--- config.mk ---
export PLATFORM = sky130hd
export DESIGN_NAME = imem_loader
export DESIGN_NICKNAME = d
export VERILOG_FILES = /design/src/rtl/imem_loader.sv
export SDC_FILE = /design/constraint.sdc
export NUM_CORES = 1
export LEC_CHECK = 0
export ABC_AREA = 0
export BUFFER_PORTS_ARGS = -buffer_cell sky130_fd_sc_hd__buf_2
export CAP_MARGIN = 5
export CORE_MARGIN = 3
export CORE_UTILIZATION = 49
export CTS_BUF_LIST = sky130_fd_sc_hd__clkbuf_8
export DETAILED_ROUTE_END_ITERATION = 7
export PLACE_DENSITY_LB_ADDON = 0.3
export SLEW_MARGIN = 15
export SYNTH_ARGS = -nofsm -noshare
export SYNTH_HDL_FRONTEND = slang
export SYNTH_SLANG_ARGS = --single-unit
--- constraint.sdc ---
create_clock -name clk -period 1.95 [get_ports clk]
set_input_delay 0.39 -clock clk [delete_from_list [all_inputs] [get_ports clk]]
set_output_delay 0.39 -clock clk [all_outputs]
set_load 0.005 [all_outputs]
--- src/rtl/imem_loader.sv ---
// Boot-side program loader: streams words into instruction memory from BOOT_ADDR, then pulses start.
// Optional running checksum of the loaded program is enabled by defining IMEM_LOADER_CHECKSUM_EN.
module imem_loader #(
  parameter int unsigned ADDR_W    = 10,
  parameter int unsigned DATA_W    = 32,
  parameter logic [31:0] BOOT_ADDR = 32'h0000_0000
) (
  input  logic              clk,
  input  logic              rst_n,
  input  logic              load_req,
  input  logic              s_valid,
  input  logic [DATA_W-1:0] s_data,
  input  logic              s_last,
  output logic              s_ready,
  output logic              imem_we,
  output logic [31:0]       imem_addr,
  output logic [DATA_W-1:0] imem_wdata,
  output logic              start,
  output logic              busy,
  output logic              done,
  output logic              err_overflow,
  output logic [ADDR_W:0]   word_count,
  output logic [DATA_W-1:0] chk_sum
);

  typedef enum logic [2:0] {
    IDLE  = 3'd0,
    LOAD  = 3'd1,
    START = 3'd2,
    RUN   = 3'd3,
    ERR   = 3'd4
  } state_t;

  localparam logic [ADDR_W-1:0] IDX_ONE  = {{(ADDR_W-1){1'b0}}, 1'b1};
  localparam logic [ADDR_W:0]   CNT_ONE  = {{ADDR_W{1'b0}}, 1'b1};
  localparam logic [ADDR_W-1:0] IDX_LAST = {ADDR_W{1'b1}};

  state_t              state_r;
  state_t              state_s;
  logic [ADDR_W-1:0]   index_r;
  logic [ADDR_W:0]     word_count_r;
  logic                imem_we_r;
  logic [31:0]         imem_addr_r;
  logic [DATA_W-1:0]   imem_wdata_r;
  logic                hs_s;
  logic                clr_s;

  // Words are only consumed while loading; everything else ignores s_valid.
  assign hs_s = s_valid & (state_r == LOAD);

  // State register.
  always_ff @(posedge clk or negedge rst_n) begin
    if (!rst_n) begin
      state_r <= IDLE;
    end else begin
      state_r <= state_s;
    end
  end

  // Next-state logic and state-decoded status outputs.
  always_comb begin
    state_s      = state_r;
    clr_s        = 1'b0;
    s_ready      = 1'b0;
    start        = 1'b0;
    busy         = 1'b0;
    done         = 1'b0;
    err_overflow = 1'b0;
    case (state_r)
      IDLE: begin
        if (load_req) begin
          state_s = LOAD;
          clr_s   = 1'b1;
        end else begin
          state_s = IDLE;
        end
      end
      LOAD: begin
        s_ready = 1'b1;
        busy    = 1'b1;
        if (hs_s) begin
          if (s_last) begin
            state_s = START;
          end else if (index_r == IDX_LAST) begin
            // Memory full without an end marker: the word is still written, then we stop.
            state_s = ERR;
          end else begin
            state_s = LOAD;
          end
        end else begin
          state_s = LOAD;
        end
      end
      START: begin
        start   = 1'b1;
        busy    = 1'b1;
        state_s = RUN;
      end
      RUN: begin
        done = 1'b1;
        if (load_req) begin
          state_s = LOAD;
          clr_s   = 1'b1;
        end else begin
          state_s = RUN;
        end
      end
      ERR: begin
        err_overflow = 1'b1;
        if (load_req) begin
          state_s = LOAD;
          clr_s   = 1'b1;
        end else begin
          state_s = ERR;
        end
      end
      default: begin
        state_s = IDLE;
      end
    endcase
  end

  // Word index and accepted-word counter.
  always_ff @(posedge clk or negedge rst_n) begin
    if (!rst_n) begin
      index_r      <= {ADDR_W{1'b0}};
      word_count_r <= {(ADDR_W+1){1'b0}};
    end else if (clr_s) begin
      index_r      <= {ADDR_W{1'b0}};
      word_count_r <= {(ADDR_W+1){1'b0}};
    end else if (hs_s) begin
      index_r      <= index_r + IDX_ONE;
      word_count_r <= word_count_r + CNT_ONE;
    end else begin
      index_r      <= index_r;
      word_count_r <= word_count_r;
    end
  end

  // Registered memory write port; address and data hold between writes.
  always_ff @(posedge clk or negedge rst_n) begin
    if (!rst_n) begin
      imem_we_r    <= 1'b0;
      imem_addr_r  <= BOOT_ADDR;
      imem_wdata_r <= {DATA_W{1'b0}};
    end else if (hs_s) begin
      imem_we_r    <= 1'b1;
      imem_addr_r  <= BOOT_ADDR + (32'(index_r) << 5'd2);
      imem_wdata_r <= s_data;
    end else begin
      imem_we_r    <= 1'b0;
      imem_addr_r  <= imem_addr_r;
      imem_wdata_r <= imem_wdata_r;
    end
  end

  assign imem_we    = imem_we_r;
  assign imem_addr  = imem_addr_r;
  assign imem_wdata = imem_wdata_r;
  assign word_count = word_count_r;

`ifdef IMEM_LOADER_CHECKSUM_EN
  logic [DATA_W-1:0] chk_sum_r;

  // Modular sum of every accepted word of the current load.
  always_ff @(posedge clk or negedge rst_n) begin
    if (!rst_n) begin
      chk_sum_r <= {DATA_W{1'b0}};
    end else if (clr_s) begin
      chk_sum_r <= {DATA_W{1'b0}};
    end else if (hs_s) begin
      chk_sum_r <= chk_sum_r + s_data;
    end else begin
      chk_sum_r <= chk_sum_r;
    end
  end

  assign chk_sum = chk_sum_r;
`else
  assign chk_sum = {DATA_W{1'b0}};
`endif

endmodule

==> results.json <==
{
  "drt-met1-wl_mm": 2.92,
  "timing.reg2reg.setup_slack_ns": 0.18,
  "clock_tree.htree_level_count": 3,
  "ys_seq_elements": 67,
  "worst_r2r_startpoint": "state_r[1]$_DFF_PN0_",
  "grt_use_total_pct": 18.0,
  "die_height_um": 87.8,
  "critical_path_peak_fanout": 9,
  "library_cells_used_by_synthesis": 34,
  "power_switching_mw": 1.66,
  "route.detailed.vias_per_inst": 4.70,
  "post_route_cells_drive_above_1_share_pct": 26.7,
  "antenna_found_initial": 0,
  "p_int_mw": 3.35,
  "max_cap_viol_count": 0,
  "leakage_nw": 2.20,
  "mappedNetlistArea_um2": 3280,
  "insertion_delay_ns": 0.34,
  "num_vias": 2582,
  "drc": 0,
  "postSynthAreaPerCell_um2": 8.92,
  "topRoutingLayerUsed": "met4",
  "yosys.cell_count.top_type": "sky130_fd_sc_hd__nand2_1",
  "synth-main-ff-cell": "sky130_fd_sc_hd__dfrtp_1",
  "antennaDiodeCount": 0,
  "totalWireLength_mm": 6.63,
  "worst-endpoint-arrival_ns": 1.46,
  "syn_inst": 368,
  "yosys-top-cells-area": "sky130_fd_sc_hd__dfrtp_1, sky130_fd_sc_hd__nand2_1, sky130_fd_sc_hd__buf_4",
  "rsz_0062_raised_after_global_routing": "false",
  "grt_pass1_wl_mm": 10.9,
  "grt_overflow": 0,
  "filler_instances": 576,
  "cts_hold_buf": 0,
  "synthDominantCellAreaShare_pct": 51.1,
  "cts_made_buffers": 9,
  "worstPathRequired_ns": 1.56,
  "synth_top_cell_by_area": "sky130_fd_sc_hd__dfrtp_1",
  "ir_worst_vdd_mv": 0.731,
  "min_path_type": "input port to async pin",
  "dr.first_iter.drc_count": 146,
  "crit_path_start_kind": "register",
  "combPwrFrac_pct": 31.1,
  "fp-row-count": 29,
  "reg2regPathDepth": 4,
  "drtPass1Iterations": 4,
  "yosysWarnings": 0,
  "critPathCaptureType": "primary output",
  "hold_viol": 0,
  "async_set_or_reset_flop_fraction_in_the_synthesized_netlist_pct": 100,
  "clock_tree_from_tritoncts": "yes",
  "power.sequential.fraction_pct": 41.3,
  "power.share.clock_pct": 27.6,
  "route.antenna.remaining_nets": 0,
  "synth_enable_flop_cells": 0,
  "swShare_pct": 33.1,
  "hpwlAfterDp_mm": 4.69,
  "grt_start_max_net_pins": 68,
  "count_of_pins_over_their_slew_limit": 0,
  "synth.yosys.seq_area_share_pct": 51.1,
  "numClockSinks": 67,
  "place.gp.congestion": 0.783,
  "final-setup-viol-count": 0,
  "period_share_pct": 94.8,
  "power_density_nw_per_um2": 1280,
  "crit-reg2reg-capture": "index_r[3]$_DFFE_PN0P_",
  "first_global_vias": 2349,
  "post_drt_wl_per_cell_um": 12.1,
  "fp.dieArea_um2": 7720,
  "maximum_clock_frequency_mhz": 541,
  "die_w_um": 87.8,
  "ys_top_cells_by_count": "sky130_fd_sc_hd__nand2_1, sky130_fd_sc_hd__dfrtp_1, sky130_fd_sc_hd__buf_4",
  "root_buffer_cell": "sky130_fd_sc_hd__clkbuf_8",
  "cts.reportedPaths.clkPinSlew_ns": 0.07,
  "clockBufferDepth": 2,
  "setup_tns_ns": 0,
  "top_level_ports": 150,
  "met2_wirelength_mm": 3.09,
  "finalCriticalPeriod_ns": 1.85,
  "nNetsFinal": 506,
  "met3RoutedLength_um": 532,
  "area_delta_synth_final_pct": 19.3,
  "path_class": "register to primary output",
  "outcome": "complete, no violations",
  "numPortBuffers": 95,
  "worst_hold_slack_ns": 0.0575,
  "final.setup_skew_ns": 0.00817,
  "initial_core_util_pct": 51.1,
  "core-area_um2": 6420
}
cell usage in the layout, fill, tap and decap left out, types with 2 or more instances in the layout:
cell type,count
sky130_fd_sc_hd__nor4_1,3
sky130_fd_sc_hd__dfrtp_1,67
sky130_fd_sc_hd__or4_1,3
sky130_fd_sc_hd__conb_1,54
sky130_fd_sc_hd__a21oi_1,12
sky130_fd_sc_hd__nand2_1,132
sky130_fd_sc_hd__bufinv_16,3
sky130_fd_sc_hd__buf_4,10
sky130_fd_sc_hd__nand3_1,15
sky130_fd_sc_hd__o21ai_0,10
sky130_fd_sc_hd__ha_1,2
sky130_fd_sc_hd__or3_1,6
sky130_fd_sc_hd__nand4_1,4
sky130_fd_sc_hd__nor2_1,4
sky130_fd_sc_hd__mux2i_1,8
sky130_fd_sc_hd__buf_2,95
sky130_fd_sc_hd__xnor2_1,2
sky130_fd_sc_hd__clkinv_2,2
sky130_fd_sc_hd__inv_1,8
sky130_fd_sc_hd__o31ai_1,3
sky130_fd_sc_hd__clkbuf_8,10
sky130_fd_sc_hd__and4_1,2
sky130_fd_sc_hd__nor3_1,3
cell type report:
| cell class | count | area [um2] | area share [%] |
|---|---|---|---|
| Clock buffer | 10 | 138 | 3.52 |
| Timing Repair Buffer | 106 | 571 | 14.6 |
| Inverter | 7 | 26.3 | 0.671 |
| Multi-Input combinational cell | 276 | 1300 | 33.3 |
| Clock inverter | 6 | 104 | 2.65 |
| Tap cell | 77 | 96.3 | 2.46 |
| Sequential cell | 67 | 1680 | 42.8 |
power by group through the flow:
| stage | logic (mW) | registers, mW | clock network [mW] |
|---|---|---|---|
| after floorplan | 0.951 | 2.09 | 0 |
| after detailed placement | 1.57 | 2.08 | 0 |
| after CTS | 1.56 | 2.07 | 1.42 |
| after global routing | 1.81 | 2.12 | 1.48 |
| final | 1.56 | 2.07 | 1.38 |
| after global placement | 1.52 | 2.09 | 0 |
metrics by stage:
stage | util [%] | cell area (um2) | power (mW) | instances | worst slack [ns]
5_1_grt | 61.0 | 3920 | 5.42 | 549 | 0.0113
3_5_place_dp | 57.0 | 3660 | 3.65 | 532 | 0.205
2_1_floorplan | - | 3480 | 3.04 | 421 | 0.433
4_1_cts | 60.8 | 3900 | 5.05 | 548 | 0.00295
6_report | 61.0 | 3920 | 5.01 | 549 | 0.101
3_3_place_gp | 57.0 | 3660 | 3.60 | 532 | 0.235
cell families after synthesis:
logic type,after synthesis,share of synthesized area [%]
AOI/OAI and AO/OA,28,4.77
xor gates and xnor gates,2,0.534
adders and majority gates,2,0.762
buffers and inverters,78,15.9
DFF,67,51.1
muxes,8,2.44
other,1,0.114
and+or+nand+nor,182,24.4
worst max path at each step:
stage | startpoint | endpoint | slack, ns
final | state_r[0]$_DFF_PN0_ | busy | 0.10
after CTS | state_r[0]$_DFF_PN0_ | busy | 0.003
after detailed placement | state_r[1]$_DFF_PN0_ | index_r[3]$_DFFE_PN0P_ | 0.20
after global placement | state_r[1]$_DFF_PN0_ | index_r[3]$_DFFE_PN0P_ | 0.24
after floorplan | state_r[1]$_DFF_PN0_ | word_count[10]$_DFFE_PN0P_ | 0.43
after global routing | state_r[2]$_DFF_PN0_ | busy | 0.01
critical path: stages (launching register included):
cell                      delay [ns]
sky130_fd_sc_hd__dfrtp_1        0.38
sky130_fd_sc_hd__buf_4          0.16
sky130_fd_sc_hd__nor3b_2        0.17
sky130_fd_sc_hd__or2_2          0.29
sky130_fd_sc_hd__buf_2          0.13
what timing repair did:
action,CTS,global route
setup buffers,0,1
resized for setup,0,1
setup endpoints to repair,0,2
state kept, by name, indices dropped and copies added (netlist names):
name,count
imem_addr,10
imem_wdata,32
state_r,3
word_count,11
index_r,10
imem_we,1
layer usage:
layer / global-route usage [%] / vias up
met5: 0 / -
met4: 8.23 / 0
met3: 5.83 / 8
met2: 27.7 / 98
met1: 23.4 / 1191
li1: - / 1285
No activity file was read; power rests on OpenSTA's default activity.
